### src/rtl/incline_cond.sv
// Incline conditioner: clamps inertial incline samples to OUT_W bits and
// smooths them with a seeded exponential moving average.
module incline_cond #(
  parameter int IN_W      = 13,
  parameter int OUT_W     = 10,
  parameter int AVG_SHIFT = 4,
  parameter int WARMUP    = 16
) (
  input  logic                    clk,
  input  logic                    rst,
  input  logic signed [IN_W-1:0]  incline,
  input  logic                    vld,
  input  logic                    clr,
  output logic signed [OUT_W-1:0] avg_out,
  output logic                    avg_vld,
  output logic                    sat_flag,
  output logic                    settled
);

  localparam int ACC_W = OUT_W + AVG_SHIFT;
  localparam int CNT_W = $clog2(WARMUP + 1);

  logic signed [OUT_W-1:0] s1;
  logic                    s1_sat;
  logic                    s1_vld;
  logic signed [ACC_W-1:0] accum;
  logic signed [ACC_W-1:0] next_accum;
  logic signed [ACC_W-1:0] s1_ext;
  logic [CNT_W-1:0]        count;

  logic [IN_W-OUT_W:0]     top;
  logic                    over;
  logic signed [OUT_W-1:0] clamped;

  // In range only when all bits above the output sign bit match it
  assign top  = incline[IN_W-1:OUT_W-1];
  assign over = !((&top) || !(|top));

  always_comb begin
    clamped = incline[OUT_W-1:0];
    if (over) begin
      clamped = incline[IN_W-1] ? {1'b1, {(OUT_W-1){1'b0}}}
                                : {1'b0, {(OUT_W-1){1'b1}}};
    end
  end

  assign s1_ext = {{AVG_SHIFT{s1[OUT_W-1]}}, s1};

  // First sample after reset/clr seeds the average instead of ramping from 0
  always_comb begin
    if (count == '0) begin
      next_accum = {s1, {AVG_SHIFT{1'b0}}};
    end else begin
      next_accum = accum - (accum >>> AVG_SHIFT) + s1_ext;
    end
  end

  always_ff @(posedge clk or posedge rst) begin
    if (rst) begin
      s1       <= '0;
      s1_sat   <= 1'b0;
      s1_vld   <= 1'b0;
      accum    <= '0;
      count    <= '0;
      avg_out  <= '0;
      avg_vld  <= 1'b0;
      sat_flag <= 1'b0;
      settled  <= 1'b0;
    end else if (clr) begin
      s1_vld  <= 1'b0;
      accum   <= '0;
      count   <= '0;
      avg_vld <= 1'b0;
      settled <= 1'b0;
    end else begin
      if (vld) begin
        s1     <= clamped;
        s1_sat <= over;
      end
      s1_vld  <= vld;
      avg_vld <= s1_vld;
      if (s1_vld) begin
        accum    <= next_accum;
        avg_out  <= next_accum[ACC_W-1:AVG_SHIFT];
        sat_flag <= s1_sat;
        if (count != CNT_W'(WARMUP)) begin
          count <= count + 1'b1;
        end
        settled <= (count >= CNT_W'(WARMUP - 1));
      end
    end
  end

endmodule

### config.mk
export PLATFORM = sky130hd
export DESIGN_NAME = incline_cond
export DESIGN_NICKNAME = d
export VERILOG_FILES = /design/src/rtl/incline_cond.sv
export SDC_FILE = /design/constraint.sdc
export NUM_CORES = 1
export LEC_CHECK = 0
export ABC_CLOCK_PERIOD_IN_PS = 2800
export CAP_MARGIN = 20
export CORE_UTILIZATION = 52
export CTS_BUF_LIST = sky130_fd_sc_hd__clkbuf_8 sky130_fd_sc_hd__clkbuf_16
export DETAILED_ROUTE_END_ITERATION = 8
export MAX_ROUTING_LAYER = met4
export PLACE_DENSITY = 0.77
export SLEW_MARGIN = 5
export SYNTH_ARGS = -nofsm -noshare
export SYNTH_HDL_FRONTEND = slang
export SYNTH_SLANG_ARGS = --single-unit
### constraint.sdc
create_clock -name clk -period 2.8 [get_ports clk]
set_input_delay 0.84 -clock clk [delete_from_list [all_inputs] [get_ports clk]]
set_output_delay 0.84 -clock clk [all_outputs]
set_load 0.01 [all_outputs]
Yosys cells after proc, flatten, opt, wreduce, memory -nomap -nowiden
Cells that the tools add are included.
Widths: inputs -> output; s select.
{"block": "op_classes", "n_lt_le_gt_ge": 1, "eq_ne": 1, "muxes": 12, "reduce_logical": 11, "addsub": 3, "n_bitwise": 1}
{"operator": "$mux 14", "n": 3}
{"operator": "$mux 10", "n": 2}
{"operator": "$mux 5", "n": 3}
{"operator": "$add 14x10->14", "n": 1}
{"operator": "$sub 14x10->14", "n": 1}
{"operator": "$reduce_and 2->1", "n": 3}
{"operator": "$add 5x1->5 const B", "n": 1}
{"operator": "$ge 5x4->1 const B", "n": 1}
{"operator": "$logic_not 5->1", "n": 1}
{"operator": "$ne 5x5->1 const B", "n": 1}
{"operator": "$mux 1", "n": 4}
{"operator": "$reduce_and 4->1", "n": 1}
{"operator": "$reduce_bool 2->1", "n": 2}
{"operator": "$reduce_or 4->1", "n": 1}
{"operator": "$logic_not 1->1", "n": 2}
{"operator": "$logic_or 1x1->1", "n": 1}
{"operator": "$not 1->1", "n": 1}
{"block": "word_totals", "regBits": 44, "output_inout_bits": 13, "in_bits": 17}

Logic depth before layout (Yosys ltp)
Gate-level depths: netlist of the first run.
{"block": "logic_depth", "depth_word": 5, "depth_mapped": 11, "ltp_nobuf": 11}

Least setup slack after synthesis of the first run
No wires, ideal clock.
{"block": "synth_path", "path_kind": "register to register", "start": "register s1[1]", "end": "register accum[10]", "n_path_buf": 0, "setup_slack_ns": 0.130, "t_arrival_ns": 2.528, "stages_incl_launch_ff": 11, "setup_ns": 0.142, "path_cell_list": "dfrtp_1 -> inv_1 -> fa_1 -> inv_1 -> fa_1 -> a211oi_2 -> o21a_1 -> o21ai_0 -> a211o_1 -> a31oi_1 -> a211oi_1"}
{"block": "synth_between", "elab_chain_len": 4}
{"item": "from (decl)", "line_no": "23", "source": "logic signed [OUT_W-1:0] s1;"}
{"item": "from (signal assigned)", "line_no": "77", "source": "s1 <= clamped;"}
{"item": "$add 14x10->14", "line_no": "54", "source": "next_accum = accum - (accum >>> AVG_SHIFT) + s1_ext;"}
{"item": "$mux 14", "line_no": "51", "source": "if (count == '0) begin"}
{"item": "$mux 14", "line_no": "82", "source": "if (s1_vld) begin"}
{"item": "$mux 14", "line_no": "69", "source": "end else if (clr) begin"}
{"item": "to (signal assigned)", "line_no": "83", "source": "accum <= next_accum;"}
{"item": "to (decl)", "line_no": "26", "source": "logic signed [ACC_W-1:0] accum;"}
No other way between the ends. The select of a mux whose other input is x is not followed.
A chain may end at the register's enable or synchronous reset.

Worst setup path after layout of the first run
Same ends and word-level chain as after synthesis.

==> impl_results.md, run 1 <==
* Final Wtd Congestion at 0.880
* Clock transition at path regs at 80 ps
* Vias at 2591
* Vias in the first global route at 2520
* Routed WL per cell at 15.2 µm
* Io pins at 30
* DP Cell Count at 452
* Layout net count at 435
* Top cell type's share of synthesized area at 36.3%
* CP Class: flop to flop
* Max Cap Viol at 0
* Worst Path Buf+Inv at 2
* P_int at 1.68 mW
* Status: complete, no violations
* Register share of total power at 28.2%
* Clock Latency Late Sink at 300 ps
* Hold Vio Cnt, Final at 0
* Die W at 78.3 µm
* Hold Worst Slack at 486 ps
* Min cycle time layout at 2740 ps
* Starting DRC count in detailed routing at 200
* Worst path arrival time at 2930 ps
* Syn avg cell area at 8.94 µm²
* Fmax at 0.364 GHz
* Initial core utilization at 54.4%
* Sequential area share after synthesis at 36.3%
* Final worst setup slack at 55.0 ps
* Synthesized cell area at 3030 µm²
* Pwr per Cell Area at 755 nW/µm²
* Worst Skew at 5.20 ps
* Synth Area in Compound Gates at 20.6%
* Final worst-path cycle share at 98.0%
* IR drop worst, VDD at 0.000461 V
* Power share of the clock group at 18.1%
* Fraction of registers with async set/reset at 100%
* WL final at 7000 µm
* Chip height at 78.3 µm
* H-tree Lvls at 2
* Synth area leader: dfrtp_1
* Rows at 27
* Drt via density at 5.63
* Setup TNS at 0 ps
* IO Port Bufs at 29
* Endpoint class of the critical path: flop
* Adder-Cell Fraction of Synth Area at 16.0%
* Fin area at 3740 µm²
* WP depth at 10
* Crit path max-delay family: compound AO/OA/AOI/OAI gates
* Initial antenna violation count at 0
* Mapped Cells at 339
* Syn nets at 387
* Pleak at 1.73 nW
* Root Driver: clkbuf_8
* Clock sinks at 44
* Post-synth EDFFs at 0
* Die footprint at 6140 µm²
* Simple-gate share of the synthesized area at 13.4%
* Drc violations at 0
* Gr usage total at 25.3%
* Crit path launch type: flop
* Setup Buffers After CTS at 0
* Main combinational cell family by area after synthesis: compound AO/OA/AOI/OAI gates
* Worst Hold Depth at 2
* CP Max Fanout at 3
* NetSw at 1.15 mW
* CTS tree: yes
* Number of routed nets with antenna violations at 0
* Logic pwr share at 53.7%
* Hold buffers post-CTS at 0
* Total number of yosys warnings at 0
* Max-slew violations at 0
* Clk buf depth at 2
* Core footprint at 5570 µm²
* # diodes at 0
* Dpl cell area at 3550 µm²
* # setup viols final at 0
* Detail Placement HPWL at 5450 µm
* Non-Filler Instances at 460
* Total power draw at 2.82 mW
* Yosys cell types at 47
* Post-Synth XOR/XNOR Area at 3.18%
* Pin count of the biggest net entering global routing at 22
* Setup WS pre-CTS at -40.2 ps
* CTS Buf Count at 5
* First-pass GRT wire length at 11600 µm
* Layout cells sized above 1 at 15.5%
* Worst Tran Pin Value at 670 ps
* R2R cell count at 10
* TritonRoute pass-1 iters at 5
* Area Overhead vs Synth at 23.4%
* Critical-path top delay cell: fa_1
* Mux contribution to synthesized area at 1.69%
* Max stage delay on crit path at 530 ps
* Crit path cell chain: inv_1 > fa_1 > inv_1 > fa_2 > a211oi_2 > o21a_1 > o21ai_0 > a211o_1 > a31oi_4 > a211oi_2
* Total global routing overflow at 0
* Area contributors post-synth: dfrtp_1 36%, fa_1 8.6%, ha_1 7.4%, inv_1 6.8%, a211oi_1 4.0%
* Ys flop type: dfrtp_1
* Sw frac at 40.6%
* Slew margin rel. at 55.0%
* CP required at 2980 ps
* Hold crit path type: flop to flop
* FF+latch count, synth at 44
* Utilization after layout at 67.1%
[logic make-up after synthesis]
family | after synthesis
AOI/OAI and AO/OA | 91
DFF | 44
buffers and inverters | 69
adders and majority gates | 31
muxes | 5
xor gates and xnor gates | 11
and+or+nand+nor | 88
[final timing paths]
path                                    startpoint               endpoint  slack (ps)
worst min-delay path            s1_sat$_DFFE_PP0P_   sat_flag$_DFFE_PP0P_         490
max in group asynchronous                      rst   accum[5]$_DFFE_PP0P_        1440
min in group asynchronous                      rst   count[0]$_DFFE_PP0P_         850
worst max-delay path             s1[1]$_DFFE_PP0P_  accum[10]$_DFFE_PP0P_          60
worst max register to register   s1[1]$_DFFE_PP0P_  accum[10]$_DFFE_PP0P_          60
worst min register to register  s1_sat$_DFFE_PP0P_   sat_flag$_DFFE_PP0P_         490
[tightest hold or removal path, cell delays in order (launching register included)]
cell and delay (ps):
dfrtp_1 350, nand2_1 60, nand2_1 50
[cell usage after synthesis (5+ instances only)]
cell,instances
nand2_1,27
fa_1,13
a21oi_1,23
nor3_1,6
a211oi_1,16
dfrtp_1,44
nand3_1,9
a21o_1,7
nor2_1,26
xor2_1,6
ha_1,18
o21ai_1,7
xnor2_1,5
inv_1,55
o21ai_0,16
clkbuf_1,10
[cell type report]
type / count / area (µm²)
timing repair buffer: 54 / 490
tap: 72 / 90.1
inverter: 56 / 210
clock buffer: 6 / 82.6
multi-input combinational: 226 / 1730
sequential: 44 / 1100
clock inverter: 2 / 38.8
fill: 439 / 1830
[per-layer routing]
| layer | share of wire [%] | vias to the layer above | global-route usage, % |
|---|---|---|---|
| li1 | - | 1243 | - |
| met1 | 46 | 1249 | 35.5 |
| met2 | 46 | 84 | 38.2 |
| met3 | 5.7 | 15 | 3.26 |
| met4 | 2.1 | 0 | 8.15 |
| met5 | 0 | - | - |
[cell usage in the layout (no fill, tap or decap), types with 4 or more instances in the layout]
cell type,Yosys,layout
a211oi_1,16,14
a21o_1,7,7
a21oi_1,23,21
a21oi_2,3,5
buf_4,0,24
clkbuf_8,0,6
clkdlybuf4s50_1,0,29
dfrtp_1,44,44
fa_1,13,12
ha_1,18,18
inv_1,55,53
mux2i_1,4,4
nand2_1,27,27
nand3_1,9,9
nand4_1,4,4
nor2_1,26,26
nor3_1,6,5
o21ai_0,16,16
o21ai_1,7,5
xnor2_1,5,5
xor2_1,6,6
[power by group through the flow]
stage | Clock [mW] | Sequential, mW | Combinational [mW]
after floorplan | 0 | 0.812 | 0.932
after CTS | 0.521 | 0.793 | 1.42
after detailed placement | 0 | 0.804 | 1.40
after global routing | 0.539 | 0.805 | 1.66
after global placement | 0 | 0.802 | 1.37
final | 0.512 | 0.795 | 1.52
[sequential cells by signal, summed over array words and instances, names as in the netlist]
register  count
sat_flag      1
s1_vld        1
settled       1
accum        14
avg_vld       1
s1_sat        1
s1           10
count         5
avg_out      10
[what timing repair did]
action                                  CTS  global route
resized for setup                         1            14
endpoints found under the setup margin    3            12
pin swaps                                 2            11
No activity file was read; power rests on OpenSTA's default activity.
==> inputs of run 2 (changes only) <==
--- a/config.mk
+++ b/config.mk
@@ -10,6 +10,7 @@
 export CORE_UTILIZATION = 52
 export CTS_BUF_LIST = sky130_fd_sc_hd__clkbuf_8 sky130_fd_sc_hd__clkbuf_16
 export DETAILED_ROUTE_END_ITERATION = 8
+export HOLD_SLACK_MARGIN = 0.03
 export MAX_ROUTING_LAYER = met4
 export PLACE_DENSITY = 0.77
 export SLEW_MARGIN = 5
==> results of run 2 <==
No change in the layout: final DEF, timing and power equal those of run 1.
